**src/rtl/set_scan_ctrl.sv**
```systemverilog
// set_scan_ctrl: serial circle-set candidate counter over the fixed 8x8 grid.
// One squared-distance/compare unit is time-shared across the three circles;
// each EVAL cycle tests one (point, circle) pair and stores its flag.
module set_scan_ctrl (
  input  logic        clk,
  input  logic        rst,
  input  logic        en,
  input  logic [23:0] central,
  input  logic [11:0] radius,
  input  logic [1:0]  mode,
  output logic        busy,
  output logic        valid,
  output logic [7:0]  candidate
);

  localparam int unsigned CW   = 4;  // coordinate / radius width
  localparam int unsigned PW   = 3;  // grid index width (0..7 encodes 1..8)
  localparam int unsigned SQW  = 8;  // square width
  localparam int unsigned SUMW = 9;  // distance-squared sum width
  localparam int unsigned CNTW = 7;  // point counter width (0..64)

  typedef enum logic [1:0] {S_IDLE, S_EVAL, S_DONE} state_t;

  state_t            state_q, state_d;
  logic [23:0]       central_q;
  logic [11:0]       radius_q;
  logic [1:0]        mode_q;
  logic [PW-1:0]     px_q, py_q;
  logic [1:0]        circ_q;
  logic [2:0]        flags_q;
  logic [CNTW-1:0]   count_q;
  logic              latch_c;

  logic [CW-1:0]     cx_c, cy_c, r_c, xv_c, yv_c, dx_c, dy_c;
  logic [SQW-1:0]    sqx_c, sqy_c, r2_c;
  logic [SUMW-1:0]   sum_c;
  logic              inside_c, member_c, last_circ_c, last_point_c;
  logic [1:0]        k_last_c;

  // Select the circle under evaluation and test the current grid point against it
  always_comb begin
    cx_c = central_q[7:4];
    cy_c = central_q[3:0];
    r_c  = radius_q[3:0];
    case (circ_q)
      2'd0: begin cx_c = central_q[23:20]; cy_c = central_q[19:16]; r_c = radius_q[11:8]; end
      2'd1: begin cx_c = central_q[15:12]; cy_c = central_q[11:8];  r_c = radius_q[7:4];  end
      default: ;
    endcase
    xv_c     = CW'({1'b0, px_q}) + CW'(1);
    yv_c     = CW'({1'b0, py_q}) + CW'(1);
    dx_c     = (xv_c >= cx_c) ? (xv_c - cx_c) : (cx_c - xv_c);
    dy_c     = (yv_c >= cy_c) ? (yv_c - cy_c) : (cy_c - yv_c);
    sqx_c    = SQW'(dx_c) * SQW'(dx_c);
    sqy_c    = SQW'(dy_c) * SQW'(dy_c);
    r2_c     = SQW'(r_c) * SQW'(r_c);
    sum_c    = SUMW'(sqx_c) + SUMW'(sqy_c);
    inside_c = (sum_c <= SUMW'(r2_c));
  end

  // Combine stored flags with the last circle's result according to the latched mode
  always_comb begin
    k_last_c = 2'd0;
    member_c = inside_c;
    case (mode_q)
      2'd1: begin k_last_c = 2'd1; member_c = flags_q[0] & inside_c; end
      2'd2: begin k_last_c = 2'd1; member_c = flags_q[0] ^ inside_c; end
      2'd3: begin
        k_last_c = 2'd2;
        member_c = ((2'(flags_q[0]) + 2'(flags_q[1]) + 2'(inside_c)) == 2'd2);
      end
      default: ;
    endcase
    last_circ_c  = (circ_q == k_last_c);
    last_point_c = (px_q == PW'(7)) && (py_q == PW'(7));
  end

  // State register
  always_ff @(posedge clk or posedge rst) begin
    if (rst) state_q <= S_IDLE;
    else     state_q <= state_d;
  end

  // Next-state logic
  always_comb begin
    state_d = state_q;
    latch_c = 1'b0;
    case (state_q)
      S_IDLE: if (en) begin
        latch_c = 1'b1;
        state_d = S_EVAL;
      end
      S_EVAL: if (last_circ_c && last_point_c) state_d = S_DONE;
      S_DONE: state_d = S_IDLE;
      default: state_d = S_IDLE;
    endcase
  end

  // Job latch, scan position, flags, counter and registered outputs
  always_ff @(posedge clk or posedge rst) begin
    if (rst) begin
      central_q <= '0;
      radius_q  <= '0;
      mode_q    <= '0;
      px_q      <= '0;
      py_q      <= '0;
      circ_q    <= '0;
      flags_q   <= '0;
      count_q   <= '0;
      busy      <= 1'b0;
      valid     <= 1'b0;
      candidate <= '0;
    end else begin
      busy  <= (state_d != S_IDLE);
      valid <= (state_d == S_DONE);
      if (latch_c) begin
        central_q <= central;
        radius_q  <= radius;
        mode_q    <= mode;
        px_q      <= '0;
        py_q      <= '0;
        circ_q    <= '0;
        flags_q   <= '0;
        count_q   <= '0;
      end else if (state_q == S_EVAL) begin
        case (circ_q)
          2'd0:    flags_q[0] <= inside_c;
          2'd1:    flags_q[1] <= inside_c;
          default: flags_q[2] <= inside_c;
        endcase
        if (!last_circ_c) begin
          circ_q <= circ_q + 2'd1;
        end else begin
          circ_q  <= '0;
          count_q <= count_q + CNTW'(member_c);
          px_q    <= px_q + PW'(1);
          if (px_q == PW'(7)) py_q <= py_q + PW'(1);
          if (last_point_c) candidate <= 8'(count_q + CNTW'(member_c));
        end
      end
    end
  end

endmodule

```
**config.mk**
```make
export PLATFORM = sky130hd
export DESIGN_NAME = set_scan_ctrl
export DESIGN_NICKNAME = d
export VERILOG_FILES = /design/src/rtl/set_scan_ctrl.sv
export SDC_FILE = /design/constraint.sdc
export NUM_CORES = 1
export LEC_CHECK = 0
export CAP_MARGIN = 20
export CORE_UTILIZATION = 58
export DETAILED_ROUTE_END_ITERATION = 10
export HOLD_SLACK_MARGIN = 0.1
export PLACE_DENSITY = 0.85
export SLEW_MARGIN = 20
export SYNTH_ARGS = -nofsm -noshare
export SYNTH_HDL_FRONTEND = slang
export SYNTH_SLANG_ARGS = --single-unit
export TNS_END_PERCENT = 5
```
**constraint.sdc**
```tcl
create_clock -name clk -period 9.2 [get_ports clk]
set_input_delay 2.3 -clock clk [delete_from_list [all_inputs] [get_ports clk]]
set_output_delay 2.3 -clock clk [all_outputs]
set_load 0.01 [all_outputs]
```
# Word-level counts from Yosys, hierarchy flattened
# Index checks and enable logic that the tools add are counted.
[totals]
reg_bits = 67
word_cells = 91
in_bits = 41
[classes]
add_sub_neg = 14
eq_ne = 10
bitwise = 3
n_reduce_logical = 16
mul = 3
n_mux = 29
magnitude_cmp = 3
[ops]
columns = ["operator", "n"]
rows = [
  ["4-bit by 4-bit multiplier with 8-bit output", 3],
  ["4-bit case mux with 2 select lines", 3],
  ["3-bit 2-to-1 mux", 7],
  ["7-bit 2-to-1 mux", 3],
  ["4-bit subtractor", 4],
  ["2-bit 2-to-1 mux", 7],
  ["2-bit nonzero test", 6],
  ["8-bit by 8-bit adder with 9-bit output", 1],
  ["9-bit by 8-bit <= comparator with 1-bit output", 1],
  ["3-bit by 1-bit adder with 4-bit output, second input constant", 2],
  ["7-bit by 1-bit adder with 8-bit output", 1],
  ["2-bit == test, second input constant", 4],
  ["4-bit greater-or-equal comparator", 2],
  ["4-bit 2-to-1 mux", 2],
  ["2-bit case mux with 2 select lines", 2],
  ["7-bit by 1-bit adder with 7-bit output", 1],
  ["3-bit by 1-bit adder with 3-bit output, second input constant", 2],
  ["2-bit by 1-bit == test with 1-bit output, second input constant", 3],
  ["3-bit == test, second input constant", 2],
  ["2-bit AND reduction", 3],
  ["2-bit zero test", 2],
  ["1-bit 2-to-1 mux", 4],
  ["4-bit AND reduction", 1],
  ["1-bit case mux with 3 select lines", 1],
  ["other kinds (10)", 11],
]

# Depth between registers and ports, before layout
# Gate-level depths: netlist of run 1.
[depth]
word_depth = 14
ltp_mapped = 42
ltp_nobuf = 39

# Worst setup path after synthesis of run 1
# Ideal clock, no wire load.
[synth_path]
path_kind = "reg-to-reg"
start = "register circ_q[0]"
end = "register count_q[6]"
period_less_slack_ns = 8.477
setup_slack_ns = 0.723
stages_incl_launch_ff = 42
arrival_ns = 8.396
path_buffers = 3
required_time_ns = 9.118
path_cell_list = "dfrtp_1 -> inv_1 -> ha_1 -> nor2_1 -> buf_2 -> a21o_1 -> inv_1 -> ha_1 -> buf_2 -> a211oi_1 -> o21ai_1 -> or3_1 -> a31o_2 -> nand2b_1 -> fa_1 -> fa_1 -> fa_1 -> inv_1 -> [6 not listed] -> a21oi_1 -> xnor2_1 -> ha_1 -> nand4b_1 -> nor2_1 -> a31oi_1 -> a211o_1 -> inv_1 -> fa_1 -> nand3b_1 -> a22oi_1 -> ha_1 -> and3_1 -> clkbuf_1 -> nand2_1 -> nor2_1 -> a21oi_1 -> a31oi_1"
[synth_between]
elab_chain_cells = 14
elab_cells_between_ends = 30
cone_classes = "add/sub (7); mul (3); order compare (3); eq/ne (3); mux (9); bitwise (2); reduce/logical (3)"
[synth_rtl]
columns = ["element", "line", "source"]
rows = [
  ["from (decl)", "29", "logic [1:0] circ_q;"],
  ["from (signal assigned)", "132", "circ_q <= circ_q + 2'd1;"],
  ["2-bit by 1-bit == test with 1-bit output / 2-bit zero test (equally long branches)", "45", "case (circ_q)"],
  ["4-bit case mux with 2 select lines", "45", ""],
  ["4-bit subtractor, or another cell as far along", "52", "dx_c = (xv_c >= cx_c) ? (xv_c - cx_c) : (cx_c - xv_c);"],
  ["4-bit 2-to-1 mux (on tied branches)", "52, 53", ""],
  ["4-bit by 4-bit multiplier with 8-bit output (on tied branches)", "54, 55", ""],
  ["8-bit by 8-bit adder with 9-bit output", "57", "sum_c = SUMW'(sqx_c) + SUMW'(sqy_c);"],
  ["9-bit by 8-bit <= comparator with 1-bit output", "58", "inside_c = (sum_c <= SUMW'(r2_c));"],
  ["2-bit by 1-bit adder with 2-bit output", "70", "member_c = ((2'(flags_q[0]) + 2'(flags_q[1]) + 2'(inside_c)) == 2'd2);"],
  ["2-bit == test", "70", ""],
  ["1-bit case mux with 3 select lines", "65", "case (mode_q)"],
  ["7-bit by 1-bit adder with 7-bit output", "135", "count_q <= count_q + CNTW'(member_c);"],
  ["7-bit 2-to-1 mux", "131", "if (!last_circ_c) begin"],
  ["7-bit 2-to-1 mux", "125", "end else if (state_q == S_EVAL) begin"],
  ["7-bit 2-to-1 mux", "116", "if (latch_c) begin"],
  ["to (signal assigned)", "135", ""],
  ["to (decl)", "31", "logic [CNTW-1:0] count_q;"],
]
# Parallel ways exist; a longest one is shown, timed or not. The select of a mux whose other input is x is not followed.
# A chain may end at the register's enable or synchronous reset.

# Worst setup path in the final report of run 1
[layout_path]
start = "register circ_q[0]"
end = "register candidate[6]"
[layout_between]
elab_chain_cells = 11
elab_cells_between_ends = 26
cone_classes = "add/sub (7); mul (3); order compare (3); eq/ne (3); mux (6); bitwise (2); reduce/logical (2)"
[layout_rtl]
columns = ["element", "line", "source"]
rows = [
  ["2-bit by 1-bit == test with 1-bit output / 2-bit zero test (equally long branches)", "45", ""],
  ["4-bit case mux with 2 select lines", "45", ""],
  ["4-bit subtractor, or another cell as far along", "52", ""],
  ["4-bit 2-to-1 mux (on tied branches)", "52, 53", ""],
  ["4-bit by 4-bit multiplier with 8-bit output (on tied branches)", "54, 55", ""],
  ["8-bit by 8-bit adder with 9-bit output", "57", ""],
  ["9-bit by 8-bit <= comparator with 1-bit output", "58", ""],
  ["2-bit by 1-bit adder with 2-bit output", "70", ""],
  ["2-bit == test", "70", ""],
  ["1-bit case mux with 3 select lines", "65", ""],
  ["7-bit by 1-bit adder with 8-bit output", "138", "if (last_point_c) candidate <= 8'(count_q + CNTW'(member_c));"],
  ["to (signal assigned)", "138", ""],
  ["to (decl)", "13", "output logic [7:0] candidate"],
]
# Parallel ways exist; a longest one is shown, timed or not.

==> Flow_metrics.wiki, run 1 <==
{| class="wikitable"
! Metric !! Value
|-
| Largest net degree at the start of global routing || 68
|-
| Largest area contributor in the synthesized netlist || dfrtp_1
|-
| R2R setup slack || 0.42 ns
|-
| Total Routed Length || 10200 um
|-
| Max-slew violation count || 0
|-
| Overall overflow remaining after global route || 0
|-
| First-pass GRT wire length || 17500 um
|-
| Vias in the first global route || 3795
|-
| CTS Buf Count || 9
|-
| Die outline width || 93.3 um
|-
| Initial Util || 0.613
|-
| Most common cell after layout, fill and taps aside || dfrtp_1
|-
| XOR/XNOR share of the synthesized area || 0.0344
|-
| Via count of the routed design || 3608
|-
| Area of the placeable core || 7890 sq um
|-
| Synth Warn # || 0
|-
| RD Place Congestion || 0.886
|-
| Dominant combinational cell family by area after synthesis || adder cells
|-
| Total setup violations reported at the end of the flow || 0
|-
| Maximum buffer depth of the clock tree || 2
|-
| Category of the worst setup path capture point || flop
|-
| Gate count after technology mapping || 474
|-
| Slowest library cell on the worst path || fa_1
|-
| Required time of the critical path || 9.47 ns
|-
| Number of distinct library cells after synthesis || 53
|-
| Post-route cell area || 5670 sq um
|-
| Relative slew slack || 0.443
|-
| Post-synth EDFFs || 0
|-
| CP max stage delay || 0.55 ns
|-
| TritonCTS clock tree || yes
|-
| Number of port buffers || 50
|-
| Multiplexer fraction of the synthesized cell area || 0.0992
|-
| Synth Area in Compound Gates || 0.144
|-
| Depth of the CTS H-tree || 3
|-
| Final #Nets || 644
|-
| Number of top-level design ports || 51
|-
| HPWL after detailed placement || 7730 um
|-
| Crit path max-delay family || adder cells
|-
| Clock slew at the register clock pins of the worst setup and hold paths || 0.08 ns
|-
| Worst hold slack || 0.513 ns
|-
| Via/cell ratio || 5.67
|-
| Layout overhead on the synthesized area || 17.4%
|-
| Synthesized flop and latch total || 67
|-
| Clock root buffer master || clkbuf_8
|-
| Number of optimization iterations in the first detailed-route pass || 4
|-
| Share of Yosys cell area claimed by the top area cell type || 0.347
|-
| Worst Hold Class || reg -> reg
|-
| Period minus WS final || 8.78 ns
|-
| Clock latency on the worst-skew pair || 0.34 ns
|-
| Worst path arrival time || 9.05 ns
|-
| Area share of and/or/nand/nor cells after synthesis || 0.104
|-
| Setup Skew || 0.0114 ns
|-
| DRC violations left || 0
|-
| Final period util || 0.955
|-
| Antenna-violating nets left || 0
|-
| Starting DRC count in detailed routing || 220
|-
| Crit path buf inv count || 6
|-
| Post-DR wirelength/cell || 16.1 um
|-
| Top post-synthesis cells by area || dfrtp_1 35%, ha_1 15%, mux2_2 9.1%, fa_1 7.0%, inv_1 3.9%
|-
| Startpoint type of the worst setup path || flop
|-
| Number of failing hold endpoints at the final stage || 0
|-
| Worst-case hold path end point || central_q[1]
|-
| Number of buffers inserted by hold repair at cts || 0
|-
| Sink count of the clock tree || 67
|-
| Async S/R FF share, synth || 1.00
|-
| Max-cap viol count || 0
|-
| Net Count, Synth || 589
|-
| Worst reg2reg endpoint || candidate[6]
|-
| Share of the yosys chip area belonging to registers || 0.347
|-
| Most frequent cells in the layout || 66 x dfrtp_1, 56 x ha_1, 50 x clkdlybuf4s50_1, 48 x inv_1, 39 x mux2_2
|-
| Launch instance of the worst min-delay path || central_q[1]
|-
| Antenna cells || 0
|-
| Post-synthesis average cell area || 10.2 sq um
|-
| CP most frequent cell || fa_1
|-
| Post-synth design cell area || 4830 sq um
|-
| Height of the die || 93.3 um
|-
| Antenna violations before repair || 0
|-
| Cells on Worst Hold Path || 1
|-
| Floorplan die area || 8700 sq um
|-
| Slew at the pin closest to its max-slew limit || 0.835 ns
|-
| Depth of the worst register-to-register path || 38
|-
| Global router's overall resource usage || 0.258
|-
| Standard cell area after detailed placement || 5440 sq um
|-
| Standard-cell rows || 32
|-
| Top fanout value on the critical path || 14
|-
| CP Class || reg -> reg
|-
| Share of post-route cells with drive strength above 1 || 0.155
|-
| Fraction of the mapped netlist area in adder cells || 0.218
|-
| Startpoint of the most critical register-to-register path || circ_q[0]
|-
| Maximum clock frequency || 114 MHz
|-
| Status || finished clean
|-
| Flip-flop cell with the highest count after synthesis || dfrtp_1
|}
-- area by class of cell --
| class | count | area [sq um] |
|---|---|---|
| clock buffers | 11 | 151 |
| clock inverters | 5 | 36.3 |
| fillers | 547 | 2210 |
| inverters | 51 | 191 |
| multi-input cells | 343 | 2940 |
| flip-flops and latches | 67 | 1680 |
| well taps | 102 | 128 |
| repair buffers | 57 | 553 |
-- per-layer routing --
layer / wire (um) / track usage / vias to the layer above
met5: 0 / 0 / -
met4: 84 / 0.0744 / 0
met3: 324 / 0.0390 / 7
met2: 5110 / 0.440 / 90
met1: 4690 / 0.342 / 1756
li1: - / - / 1755
-- logic make-up after synthesis --
| logic type | after synthesis |
|---|---|
| and+or+nand+nor | 102 |
| AOI/OAI and AO/OA | 105 |
| buffers and inverters | 64 |
| xor gates and xnor gates | 19 |
| adders and majority gates | 74 |
| muxes | 43 |
| DFF | 67 |
-- worst register-to-register path, delay by kind of cell, from the launching register on --
family | cells | cell delay (ns)
buffers and inverters | 6 | 0.56
adders and majority gates | 12 | 4.39
xor gates and xnor gates | 3 | 0.50
muxes | 1 | 0.22
DFF | 1 | 0.45
AOI/OAI and AO/OA | 10 | 1.67
and+or+nand+nor | 6 | 0.89
-- synthesized netlist by cell type (8+ instances only) --
library cell,count
dfrtp_1,67
mux2_2,39
a21oi_1,22
fa_1,17
ha_1,57
inv_1,50
buf_2,8
nand2_1,29
o21ai_0,23
xnor2_1,10
a22o_1,12
a21o_1,12
nor2_1,30
xor2_1,9
-- how the worst max path moves through the flow --
stage | from | endpoint | slack (ns) | cells past startpoint
after floorplan | circ_q[0] | count_q[6] | 0.72 | 41
after CTS | circ_q[0] | count_q[6] | 0.05 | 38
after global placement | circ_q[0] | count_q[6] | 0.59 | 39
after detailed placement | circ_q[0] | count_q[6] | 0.18 | 38
final | circ_q[0] | candidate[6] | 0.42 | 38
after global routing | circ_q[1] | count_q[6] | -0.001 | 40
-- metrics by stage --
| stage | TNS (ns) | utilization | std cells | setup WS, ns |
|---|---|---|---|---|
| final | 0 | 0.719 | 636 | 0.418 |
| after global routing | -0.00148 | 0.719 | 636 | -0.00148 |
| after floorplan | 0 | - | 474 | 0.723 |
| after CTS | 0 | 0.714 | 634 | 0.0476 |
| after global placement | 0 | 0.690 | 618 | 0.590 |
| after detailed placement | 0 | 0.690 | 618 | 0.181 |
-- sequential cells by signal, summed over array words and instances (netlist names) --
register / flops
central_q: 24
radius_q: 12
candidate: 8
count_q: 7
px_q: 3
py_q: 3
circ_q: 2
flags_q: 2
mode_q: 2
state_q: 2
busy: 1
valid: 1
-- repair_timing --
item | CTS | global route
setup endpoints to repair | 0 | 11
resized for setup | 0 | 11
buffers inserted | 0 | 2
endpoints found under the hold margin | 0 | 0
Power of run 1 is left out: the tool's default activity adds up to more than one toggle a clock period on the data nets, which glitch-free logic cannot reach.
==> run 2: changes to the inputs <==
--- a/config.mk
+++ b/config.mk
@@ -6,10 +6,10 @@
 export NUM_CORES = 1
 export LEC_CHECK = 0
 export CAP_MARGIN = 20
-export CORE_UTILIZATION = 58
+export CORE_UTILIZATION = 52
 export DETAILED_ROUTE_END_ITERATION = 10
 export HOLD_SLACK_MARGIN = 0.1
-export PLACE_DENSITY = 0.85
+export PLACE_DENSITY = 0.81
 export SLEW_MARGIN = 20
 export SYNTH_ARGS = -nofsm -noshare
 export SYNTH_HDL_FRONTEND = slang
==> constraint.sdc (replaced) <==
create_clock -name clk -period 7.6 [get_ports clk]
set_input_delay 1.9 -clock clk [delete_from_list [all_inputs] [get_ports clk]]
set_output_delay 1.9 -clock clk [all_outputs]
set_load 0.01 [all_outputs]
==> Flow_metrics.wiki, run 2 (same netlist as run 1, synthesis figures left out) <==
{| class="wikitable"
! Metric !! Value
|-
| Largest register by flop count || central_q
|-
| Category of the worst setup path capture point || flop
|-
| Number of optimization iterations in the first detailed-route pass || 8
|-
| Area of the placeable core || 8850 sq um
|-
| Global router's overall resource usage || 0.267
|-
| HPWL after detailed placement || 8300 um
|-
| Filler Cell Count || 565
|-
| First-pass GRT wire length || 20300 um
|-
| Via/cell ratio || 5.81
|-
| CTS Buf Count || 9
|-
| Placed insts || 672
|-
| Number of standard cells in the final layout excluding fillers || 705
|-
| Required time of the critical path || 7.82 ns
|-
| Cells on Worst Hold Path || 1
|-
| Max reg flops || 24
|-
| Largest net degree at the start of global routing || 68
|-
| Clock latency on the worst-skew pair || 0.36 ns
|-
| Crit path buf inv count || 6
|-
| Antenna violations before repair || 0
|-
| RD Place Congestion || 0.864
|-
| R2R setup slack || -0.74 ns
|-
| Total setup violations reported at the end of the flow || 15
|-
| Depth of the CTS H-tree || 3
|-
| Critical path destination || candidate[6]
|-
| Max-cap viol count || 0
|-
| Source of the critical timing path || circ_q[0]
|-
| Vias in the first global route || 4333
|-
| Worst Hold Class || reg -> reg
|-
| Sink count of the clock tree || 67
|-
| Floorplan die area || 9680 sq um
|-
| Total Routed Length || 12200 um
|-
| Setup Skew || 0.0125 ns
|-
| Maximum buffer depth of the clock tree || 2
|-
| Worst path arrival time || 8.55 ns
|-
| Post-DR wirelength/cell || 17.3 um
|-
| Setup repair after global routing missed its margin || yes
|-
| Antenna-violating nets left || 0
|-
| Slowest library cell on the worst path || fa_1
|-
| Share of post-route cells with drive strength above 1 || 0.303
|-
| Initial Util || 0.546
|-
| Top fanout value on the critical path || 6
|-
| Crit path max-delay family || adder cells
|-
| Registers with the most flip-flops || central_q (24), radius_q (12), candidate (8)
|-
| CP max stage delay || 0.52 ns
|-
| CP most frequent cell || fa_1
|-
| Starting DRC count in detailed routing || 262
|-
| Most frequent cells in the layout || 67 x dfrtp_1, 67 x buf_4, 50 x clkdlybuf4s50_1, 46 x ha_1, 41 x inv_1
|-
| Max-slew violation count || 0
|-
| TritonCTS clock tree || yes
|-
| CP Class || reg -> reg
|-
| Number of failing hold endpoints at the final stage || 0
|-
| Depth of the worst register-to-register path || 37
|-
| Number of port buffers || 50
|-
| Clock slew at the register clock pins of the worst setup and hold paths || 0.07 ns
|-
| Status || finished with violations
|-
| Clock root buffer master || clkbuf_8
|-
| Startpoint of the most critical register-to-register path || circ_q[0]
|-
| Startpoint type of the worst setup path || flop
|-
| Worst Setup Slack, final || -0.736 ns
|-
| Die outline width || 98.4 um
|-
| DRC violations left || 1
|-
| Slew at the pin closest to its max-slew limit || 0.825 ns
|-
| Final period util || 1.10
|-
| Worst reg2reg endpoint || candidate[6]
|-
| Number of top-level design ports || 51
|-
| Layout overhead on the synthesized area || 31.7%
|-
| Maximum clock frequency || 120 MHz
|-
| Via count of the routed design || 4098
|-
| Standard-cell rows || 34
|-
| Number of buffers inserted by hold repair at cts || 0
|-
| Height of the die || 98.4 um
|-
| Overall overflow remaining after global route || 0
|-
| Violations in the final reports || DRC, setup timing
|-
| Antenna cells || 0
|-
| Number of logic stages on the critical path including buffering || 37
|-
| Period minus WS final || 8.34 ns
|-
| Final #Nets || 707
|-
| Relative slew slack || 0.450
|}
-- run 2: cell type report --
cell class	count	area (sq um)	share of cell area
clock buffers	11	131	0.0206
well taps	108	135	0.0212
repair buffers	120	1040	0.163
inverters	51	191	0.0301
clock inverters	5	53.8	0.00845
multi-input cells	343	3140	0.493
flip-flops and latches	67	1680	0.263
-- run 2: metal layers --
metal | global-route usage | part of all wire | vias up
met5 | 0 | 0 | -
met4 | 0.121 | 0.036 | 0
met3 | 0.0465 | 0.052 | 50
met2 | 0.462 | 0.50 | 177
met1 | 0.326 | 0.41 | 1982
li1 | - | - | 1889
-- run 2: through the flow --
stage          hold slack [ns]  TNS, ns  cell area [sq um]  setup WS, ns  utilization
2_1_floorplan            0.468    -2.44               4950        -0.378            -
3_5_place_dp             0.495    -6.77               5880        -0.687        0.665
3_3_place_gp             0.488    -2.28               5880        -0.308        0.665
4_1_cts                  0.511    -6.43               6300        -0.623        0.712
5_1_grt                  0.523   -12.64               6360         -1.07        0.719
6_report                 0.512    -8.16               6360        -0.736        0.719
-- run 2: worst min path at each step --
stage               endpoint  slack [ns]          start
2_1_floorplan        px_q[1]        0.47        px_q[1]
3_3_place_gp    candidate[0]        0.49   candidate[0]
3_5_place_dp    candidate[0]        0.49   candidate[0]
4_1_cts         candidate[0]        0.51   candidate[0]
5_1_grt        central_q[12]        0.52  central_q[12]
6_report       central_q[12]        0.51  central_q[12]
-- run 2: repair_timing --
item / 4_1_cts / 5_1_grt
pin swaps: 23 / 12
endpoints found under the setup margin: 15 / 15
setup buffers: 15 / 2
resized for setup: 33 / 11
Power of run 2 is left out for the same reason.
